## src/rtl/mem_port_arbiter_if.sv

```systemverilog
// rtl/mem_port_arbiter_if.sv - requester and memory bus bundle for mem_port_arbiter
interface mem_port_arbiter_if #(
    parameter int ADDR_W = 32,
    parameter int DATA_W = 32
);
    logic              core_req;
    logic              core_we;
    logic [ADDR_W-1:0] core_addr;
    logic [DATA_W-1:0] core_wdata;
    logic [DATA_W-1:0] core_rdata;
    logic              core_ack;

    logic              ld_req;
    logic              ld_we;
    logic [ADDR_W-1:0] ld_addr;
    logic [DATA_W-1:0] ld_wdata;
    logic [DATA_W-1:0] ld_rdata;
    logic              ld_ack;

    logic [ADDR_W-1:0] mem_addr;
    logic [DATA_W-1:0] mem_wdata;
    logic              mem_we;
    logic [DATA_W-1:0] mem_rdata;

    logic              owner;
    logic              busy;

    // Arbiter side: requests and memory read data in, everything else out.
    modport slave (
        input  core_req, core_we, core_addr, core_wdata,
        input  ld_req, ld_we, ld_addr, ld_wdata,
        input  mem_rdata,
        output core_rdata, core_ack, ld_rdata, ld_ack,
        output mem_addr, mem_wdata, mem_we, owner, busy
    );

    // Environment side: the two requesters plus the memory device.
    modport master (
        output core_req, core_we, core_addr, core_wdata,
        output ld_req, ld_we, ld_addr, ld_wdata,
        output mem_rdata,
        input  core_rdata, core_ack, ld_rdata, ld_ack,
        input  mem_addr, mem_wdata, mem_we, owner, busy
    );
endinterface

```

## src/rtl/mem_port_arbiter.sv

```systemverilog
// rtl/mem_port_arbiter.sv - round-robin core/loader arbiter for the unified memory
module mem_port_arbiter #(
    parameter int ADDR_W  = 32,
    parameter int DATA_W  = 32,
    parameter int MEM_LAT = 2
) (
    input  logic                  clk,
    input  logic                  reset,
    mem_port_arbiter_if.slave     bus
);
    typedef enum logic [1:0] {
        S_IDLE   = 2'd0,
        S_ACCESS = 2'd1,
        S_ACK    = 2'd2
    } state_t;

    localparam logic [3:0] CNT_INIT = 4'(MEM_LAT - 1);

    state_t            state_q,      state_d;
    logic [3:0]        cnt_q,        cnt_d;
    logic              we_q,         we_d;
    logic              owner_q,      owner_d;
    logic              last_owner_q, last_owner_d;
    logic [ADDR_W-1:0] mem_addr_q,   mem_addr_d;
    logic [DATA_W-1:0] mem_wdata_q,  mem_wdata_d;
    logic              mem_we_q,     mem_we_d;
    logic [DATA_W-1:0] core_rdata_q, core_rdata_d;
    logic [DATA_W-1:0] ld_rdata_q,   ld_rdata_d;
    logic              core_ack_q,   core_ack_d;
    logic              ld_ack_q,     ld_ack_d;
    logic              busy_q,       busy_d;

    logic              grant_ld;

    // Loader wins when it is alone, or when both ask and the core was served last.
    assign grant_ld = bus.ld_req && !(bus.core_req && last_owner_q);

    // Next-state logic: grant in IDLE, count wait states in ACCESS, pulse ack in ACK.
    always_comb begin
        state_d      = state_q;
        cnt_d        = cnt_q;
        we_d         = we_q;
        owner_d      = owner_q;
        last_owner_d = last_owner_q;
        mem_addr_d   = mem_addr_q;
        mem_wdata_d  = mem_wdata_q;
        mem_we_d     = 1'b0;
        core_rdata_d = core_rdata_q;
        ld_rdata_d   = ld_rdata_q;
        core_ack_d   = 1'b0;
        ld_ack_d     = 1'b0;
        busy_d       = busy_q;

        case (state_q)
            S_IDLE: begin
                busy_d = 1'b0;
                if (bus.core_req || bus.ld_req) begin
                    owner_d      = grant_ld;
                    last_owner_d = grant_ld;
                    mem_addr_d   = grant_ld ? bus.ld_addr  : bus.core_addr;
                    mem_wdata_d  = grant_ld ? bus.ld_wdata : bus.core_wdata;
                    we_d         = grant_ld ? bus.ld_we    : bus.core_we;
                    // The write strobe exists only in the first ACCESS cycle.
                    mem_we_d     = grant_ld ? bus.ld_we    : bus.core_we;
                    cnt_d        = CNT_INIT;
                    busy_d       = 1'b1;
                    state_d      = S_ACCESS;
                end
            end
            S_ACCESS: begin
                busy_d = 1'b1;
                if (cnt_q != 4'd0) begin
                    cnt_d = cnt_q - 4'd1;
                end else begin
                    if (!we_q) begin
                        if (owner_q) ld_rdata_d   = bus.mem_rdata;
                        else         core_rdata_d = bus.mem_rdata;
                    end
                    core_ack_d = !owner_q;
                    ld_ack_d   = owner_q;
                    state_d    = S_ACK;
                end
            end
            S_ACK: begin
                busy_d  = 1'b0;
                state_d = S_IDLE;
            end
            default: begin
                busy_d  = 1'b0;
                state_d = S_IDLE;
            end
        endcase
    end

    // State and registered outputs; reset aborts any access at once.
    always_ff @(posedge clk or negedge reset) begin
        if (!reset) begin
            state_q      <= S_IDLE;
            cnt_q        <= 4'd0;
            we_q         <= 1'b0;
            owner_q      <= 1'b0;
            last_owner_q <= 1'b1;
            mem_addr_q   <= '0;
            mem_wdata_q  <= '0;
            mem_we_q     <= 1'b0;
            core_rdata_q <= '0;
            ld_rdata_q   <= '0;
            core_ack_q   <= 1'b0;
            ld_ack_q     <= 1'b0;
            busy_q       <= 1'b0;
        end else begin
            state_q      <= state_d;
            cnt_q        <= cnt_d;
            we_q         <= we_d;
            owner_q      <= owner_d;
            last_owner_q <= last_owner_d;
            mem_addr_q   <= mem_addr_d;
            mem_wdata_q  <= mem_wdata_d;
            mem_we_q     <= mem_we_d;
            core_rdata_q <= core_rdata_d;
            ld_rdata_q   <= ld_rdata_d;
            core_ack_q   <= core_ack_d;
            ld_ack_q     <= ld_ack_d;
            busy_q       <= busy_d;
        end
    end

    assign bus.core_rdata = core_rdata_q;
    assign bus.core_ack   = core_ack_q;
    assign bus.ld_rdata   = ld_rdata_q;
    assign bus.ld_ack     = ld_ack_q;
    assign bus.mem_addr   = mem_addr_q;
    assign bus.mem_wdata  = mem_wdata_q;
    assign bus.mem_we     = mem_we_q;
    assign bus.owner      = owner_q;
    assign bus.busy       = busy_q;
endmodule

```

## src/flat_wrapper.sv

```systemverilog
// flat-port wrapper written by rule: the top's interface ports become plain ports
module mem_port_arbiter_flat 
#(
    parameter int ADDR_W  = 32,
    parameter int DATA_W  = 32,
    parameter int MEM_LAT = 2
)
  (clk, reset, bus_core_req, bus_core_we, bus_core_addr, bus_core_wdata, bus_ld_req, bus_ld_we, bus_ld_addr, bus_ld_wdata, bus_mem_rdata, bus_core_rdata, bus_core_ack, bus_ld_rdata, bus_ld_ack, bus_mem_addr, bus_mem_wdata, bus_mem_we, bus_owner, bus_busy);
  mem_port_arbiter_if #(.ADDR_W(ADDR_W), .DATA_W(DATA_W)) bus_i ();
  input  logic clk;
  input  logic reset;
  input wire logic [$bits(bus_i.core_req)-1:0] bus_core_req;
  input wire logic [$bits(bus_i.core_we)-1:0] bus_core_we;
  input wire logic [$bits(bus_i.core_addr)-1:0] bus_core_addr;
  input wire logic [$bits(bus_i.core_wdata)-1:0] bus_core_wdata;
  input wire logic [$bits(bus_i.ld_req)-1:0] bus_ld_req;
  input wire logic [$bits(bus_i.ld_we)-1:0] bus_ld_we;
  input wire logic [$bits(bus_i.ld_addr)-1:0] bus_ld_addr;
  input wire logic [$bits(bus_i.ld_wdata)-1:0] bus_ld_wdata;
  input wire logic [$bits(bus_i.mem_rdata)-1:0] bus_mem_rdata;
  output wire logic [$bits(bus_i.core_rdata)-1:0] bus_core_rdata;
  output wire logic [$bits(bus_i.core_ack)-1:0] bus_core_ack;
  output wire logic [$bits(bus_i.ld_rdata)-1:0] bus_ld_rdata;
  output wire logic [$bits(bus_i.ld_ack)-1:0] bus_ld_ack;
  output wire logic [$bits(bus_i.mem_addr)-1:0] bus_mem_addr;
  output wire logic [$bits(bus_i.mem_wdata)-1:0] bus_mem_wdata;
  output wire logic [$bits(bus_i.mem_we)-1:0] bus_mem_we;
  output wire logic [$bits(bus_i.owner)-1:0] bus_owner;
  output wire logic [$bits(bus_i.busy)-1:0] bus_busy;
  assign bus_i.core_req = bus_core_req;
  assign bus_i.core_we = bus_core_we;
  assign bus_i.core_addr = bus_core_addr;
  assign bus_i.core_wdata = bus_core_wdata;
  assign bus_i.ld_req = bus_ld_req;
  assign bus_i.ld_we = bus_ld_we;
  assign bus_i.ld_addr = bus_ld_addr;
  assign bus_i.ld_wdata = bus_ld_wdata;
  assign bus_i.mem_rdata = bus_mem_rdata;
  assign bus_core_rdata = bus_i.core_rdata;
  assign bus_core_ack = bus_i.core_ack;
  assign bus_ld_rdata = bus_i.ld_rdata;
  assign bus_ld_ack = bus_i.ld_ack;
  assign bus_mem_addr = bus_i.mem_addr;
  assign bus_mem_wdata = bus_i.mem_wdata;
  assign bus_mem_we = bus_i.mem_we;
  assign bus_owner = bus_i.owner;
  assign bus_busy = bus_i.busy;
  mem_port_arbiter #(.ADDR_W(ADDR_W), .DATA_W(DATA_W), .MEM_LAT(MEM_LAT)) u_core (.clk(clk), .reset(reset), .bus(bus_i));
endmodule
```

## config.mk

```make
export PLATFORM = sky130hd
export DESIGN_NAME = mem_port_arbiter_flat
export DESIGN_NICKNAME = d
export VERILOG_FILES = /design/src/rtl/mem_port_arbiter_if.sv /design/src/rtl/mem_port_arbiter.sv /design/src/flat_wrapper.sv
export SDC_FILE = /design/constraint.sdc
export NUM_CORES = 1
export LEC_CHECK = 0
export CORE_UTILIZATION = 44
export CTS_CLUSTER_DIAMETER = 50
export DETAILED_ROUTE_END_ITERATION = 8
export GPL_TIMING_DRIVEN = 1
export PLACE_DENSITY = 0.87
export SYNTH_ARGS = -nofsm -noshare
export SYNTH_HDL_FRONTEND = slang
export SYNTH_SLANG_ARGS = --single-unit
```

## constraint.sdc

```tcl
create_clock -name clk -period 5.45 [get_ports clk]
set_input_delay 1.09 -clock clk [delete_from_list [all_inputs] [get_ports clk]]
set_output_delay 1.09 -clock clk [all_outputs]
set_load 0.01 [all_outputs]
```

======== Word level (Yosys, flattened, before mapping) ========
Cells that the tools add are included.
word-level totals
  bits of input ports ..................... 166
  flip-flop bits (word level) ............. 141
  output and inout bits ................... 133
  logic and storage cells ................. 51
cells by class
  reduce and logical (&&, ||, !) cells .... 13
  add/sub/neg operators ................... 1
  bitwise operators ....................... 3
  multiplexer cells ....................... 17
  equality and inequality tests ........... 4
operator list
  operator                                                             count
  32-bit two-way mux                                                   2
  1-bit two-way mux                                                    8
  4-bit two-way mux                                                    2
  4-bit case mux with 2 select lines                                   1
  4-bit AND reduction                                                  2
  2-bit two-way mux                                                    2
  2-bit by 1-bit != test with 1-bit output (second input constant)     2
  2-bit case mux with 2 select lines                                   1
  2-bit AND reduction                                                  2
  4-bit nonzero test                                                   1
  4-bit by 1-bit subtractor with 4-bit output (second input constant)  1
  1-bit NOT                                                            3
  3-bit AND reduction                                                  1
  2-bit by 1-bit == test with 1-bit output (second input constant)     1
  1-bit logical AND                                                    2
  1-bit logical NOT                                                    2
  2-bit logical NOT                                                    1
  2-bit != test (second input constant)                                1
  1-bit case mux with 2 select lines                                   1
  2-bit nonzero test                                                   1
  1-bit logical OR                                                     1

======== Depth between registers and ports, before layout ========
  depth in word-level cells ............... 6
  gate-level depth with buffers ........... 7
  gate-level depth less buffers ........... 5

======== Worst setup path after synthesis ========
OpenSTA, ideal clock, no wires.
  path kind ............................... input to register
  start point ............................. input bus_ld_req
  end point ............................... register u_core.mem_addr_q[14] (netlist: u_core.bus.mem_addr[14])
  data arrival time ....................... 2.412 ns
  buffers on the path ..................... 2
  data required time ...................... 5.325 ns
  stages on the path ...................... 5
  setup time .............................. 0.125 ns
  setup slack ............................. 2.914 ns
  path through ............................ a21bo_2 > clkbuf_1 > buf_2 > mux2_2 > mux2_2
between the ends
  cells in the longest elaborated chain, start to end .. 2
  elaborated cells on any way between the ends .. 4
  classes of those cells .................. mux (1); reduce/logical (3)
RTL lines
  element                                                    RTL line                                        source
  start, declared                                            flat_wrapper.sv:16                              input wire logic [$bits(bus_i.ld_req)-1:0] bus_ld_req;
  1-bit logical AND or 1-bit logical OR (tied branches)      mem_port_arbiter.sv:36, mem_port_arbiter.sv:57
  32-bit two-way mux or 2-bit AND reduction (tied branches)  n/a
  end signal, assigned                                       mem_port_arbiter.sv:117                         mem_addr_q <= mem_addr_d;
  end, declared                                              mem_port_arbiter.sv:24                          logic [ADDR_W-1:0] mem_addr_q, mem_addr_d;
Several ways; a longest one is shown, not always the timed one.
A chain may end at the register's enable or synchronous reset.

======== Worst setup path after layout ========
  start point ............................. input bus_ld_req
  end point ............................... register u_core.mem_wdata_q[3] (netlist: u_core.bus.mem_wdata[3])
between the ends
  cells in the longest elaborated chain, start to end .. 2
  elaborated cells on any way between the ends .. 4
  classes of those cells .................. mux (1); reduce/logical (3)
RTL lines
  element                                                    RTL line                                        source
  1-bit logical AND or 1-bit logical OR (tied branches)      mem_port_arbiter.sv:36, mem_port_arbiter.sv:57
  32-bit two-way mux or 2-bit AND reduction (tied branches)  n/a
  end signal, assigned                                       mem_port_arbiter.sv:118                         mem_wdata_q <= mem_wdata_d;
  end, declared                                              mem_port_arbiter.sv:25                          logic [DATA_W-1:0] mem_wdata_q, mem_wdata_d;
Several ways; a longest one is shown, not always the timed one.

==> summary.md <==
| Metric | Value |
|---|---|
| Most common cell after layout, fill and taps aside | clkdlybuf4s50_1 |
| Root buffer cell | clkbuf_16 |
| Max Root-Sink Buffers | 2 |
| Critical Path Source Type | input port |
| Final Cycle Share | 0.588 |
| Worst-skew pair later-pin latency | 420 ps |
| Worst reg-to-reg setup slack | 2980 ps |
| WL/cell | 19.6 µm |
| Max Clk Rate | 312 MHz |
| Antenna viol nets, final | 0 |
| Ports | between 200 and 300 |
| Post-DR vias/cell | 4.96 |
| Drt pass-1 iters | 4 |
| Tmin final | 3200 ps |
| N_diodes | 0 |
| Starting density of the core | 0.450 |
| CP arrival | around 3500 ps |
| Switching share of power | 0.293 |
| Core footprint | between 0.01 and 0.015 mm² |
| Final Hold Violating Endpoints | 0 |
| Chip width | approximately 120 µm |
| Die height | 121 µm |
| WS Path Type | input port to flop |
| Area delta synth->final | 60.4% |
| Fillers | 871 |
| Post-route setup TNS | 0 ps |
| Final GP Congestion | between 0.8 and 0.9 |
| Vias in the first global route | 4,772 |
| Most frequent cells in the layout | clkdlybuf4s50_1, mux2_2, dfrtp_1 |
| Setup crit end kind | flop |
| Layout cells sized above 1 | 0.334 |
| Clk pin slew, worst setup/hold paths | 60 ps |
| Reg area | 0.00353 mm² |
| Worst Hold Path Cells | 1 |
| Final WL | 17,400 µm |
| Setup WS post-layout | 2250 ps |
| DRC errors left | 0 |
| Standard-cell row count | between 40 and 50 |
| Switching power | 1.69 mW |
| Logic pwr share | 0.451 |
| # clock sinks | 141 |
| Gr ovfl total | 0 |
| Slew Limit Fails | 0 |
| Critical path fanouts, max | 33 |
| Slew HR | 0.422 |
| Pin count of the biggest net entering global routing | just under 100 |
| Mapped Nets | 562 |
| Synth top area cells | dfrtp_1, mux2_2, mux2_4, buf_12, clkbuf_1 |
| Yosys reg bits | about 140 |
| Hold buffer count at CTS | 0 |
| Initial antenna violation count | 0 |
| Static Leak | approximately 4.2 nW |
| DPL Wire Length | 12,600 µm |
| Post-CTS Resized | 0 |
| I/O Buffers | 298 |
| P_int | 4.07 mW |
| Worst path required time | between 5000 and 6000 ps |
| Yosys cell types | 34 |
| Post-synthesis instance area | 0.00622 mm² |
| Pwr per Cell Area | 577 mW/mm² |
| Ys Warns | 0 |
| HP Class | flop to flop |
| Global-route wire length before repair | 26,500 µm |
| Yosys top cell area share | 0.563 |
| Endpoints failing setup | 0 |
| Mean area per synthesized cell | 15.8 µm² |
| Flop pwr share | 0.328 |
| Cells after Synth | 394 |
| Footprint of the multi-input gates | 0.00255 mm² |
| Final Skew | 7.16 ps |
| CTS Buf Count | 17 |
| Slew @ Worst Pin | 867 ps |
| Via count | 4,402 |
| Initial drt markers | roughly 170 |
| H-Tree Depth | 4 |
| Maxcap violations | 0 |
| Seq/Total Area, Yosys | 0.567 |
| Reg2reg path depth | 4 |
| Nets | 862 |
| Setup WS pre-CTS | between 1500 and 2000 ps |
| Clock group share of total power | 0.221 |
| CTS tree | done |
| Post-CTS setup buffers | 0 |
| RSZ-0062 raised after global routing | false |
| Status | complete, no violations |
| Post-synth top area cell | dfrtp_1 |
| Die area | 0.0146 mm² |
| Gr usage total | 0.244 |
| Peak VDD IR | 0.273 mV |
final cells by class:
class                           instances  area share
Clock buffer                           21      0.0461
Clock inverter                         11      0.0188
Inverter                                3     0.00113
Multi-Input combinational cell        228       0.255
Sequential cell                       141       0.354
Tap cell                              180      0.0226
Timing Repair Buffer                  303       0.303
cells in the mapped netlist:
library cell,count
buf_12,3
a21oi_1,1
mux2_4,30
nand4_1,1
o221ai_1,1
a21boi_0,1
nand2b_1,1
nor4b_1,1
o22ai_1,1
buf_2,5
and3_1,1
or2_2,1
a31oi_1,1
clkbuf_1,13
nand2_1,2
buf_6,1
o21ai_0,1
o21ai_1,1
a32o_1,1
dfstp_2,1
or4_4,1
o2bb2ai_1,1
or3b_4,1
nor3b_1,1
mux2_2,164
inv_1,3
a21bo_2,1
nor3_1,3
nor2_1,4
ha_1,2
mux2i_1,2
dfrtp_1,140
nor2b_1,2
o21a_1,1
state kept, by name (all words and copies together) (netlist names):
signal,flops
u_core.bus.busy,1
u_core.bus.core_ack,1
u_core.bus.core_rdata,32
u_core.bus.ld_ack,1
u_core.bus.ld_rdata,32
u_core.bus.mem_addr,32
u_core.bus.mem_wdata,32
u_core.bus.mem_we,1
u_core.bus.owner,1
u_core.cnt_q,4
u_core.last_owner_q,1
u_core.state_q,2
u_core.we_q,1
power groups by stage:
stage	registers [mW]	clock network, mW	logic, mW
after floorplan	2.10	0	1.01
after global placement	1.86	0	2.55
after detailed placement	1.90	0	2.61
after CTS	1.89	1.29	2.63
after global routing	1.95	1.34	2.76
final	1.89	1.27	2.60
stage by stage:
stage | total power [mW] | instances | cell area [µm²] | utilization | hold WS, ps
floorplan | 3.11 | 394 | 6220 | - | 505
global placement | 4.41 | 855 | 9340 | 0.675 | 488
detailed placement | 4.51 | 855 | 9340 | 0.675 | 493
CTS | 5.81 | 887 | 9980 | 0.722 | 506
global route | 6.04 | 887 | 9980 | 0.722 | 520
finish | 5.76 | 887 | 9980 | 0.722 | 503
logic make-up (layout without fill, tap and decap cells):
kind of cell,Yosys count,after routing,share of synthesized area
simple gates,19,19,0.0183
fa+ha+maj,2,2,0.00402
compound gates,11,11,0.0129
buf+inv,25,338,0.0251
mux,196,196,0.372
flops,141,141,0.567
final timing paths:
check	startpoint	to
min	u_core.bus.ld_rdata[0]$_DFFE_PN0P_	u_core.bus.ld_rdata[0]$_DFFE_PN0P_
max in group asynchronous	reset	u_core.bus.mem_wdata[10]$_DFFE_PN0P_
min reg2reg	u_core.bus.ld_rdata[0]$_DFFE_PN0P_	u_core.bus.ld_rdata[0]$_DFFE_PN0P_
max	bus_ld_req	u_core.bus.mem_wdata[3]$_DFFE_PN0P_
max reg2reg	u_core.last_owner_q$_DFFE_PN1P_	u_core.bus.mem_wdata[3]$_DFFE_PN0P_
min in group asynchronous	reset	u_core.bus.ld_rdata[12]$_DFFE_PN0P_
critical path, cell delays in order:
cell             delay (ps)
clkdlybuf4s50_1         500
a21bo_2                 810
buf_4                   420
mux2_2                  380
mux2_2                  270
layer usage:
layer	vias up	wire length (µm)	GRT usage
met4	0	562	0.117
met1	2206	6660	0.283
met5	-	0	0
met2	144	9400	0.424
li1	2016	-	-
met3	36	735	0.0545
No activity file was read; power rests on OpenSTA's default activity.
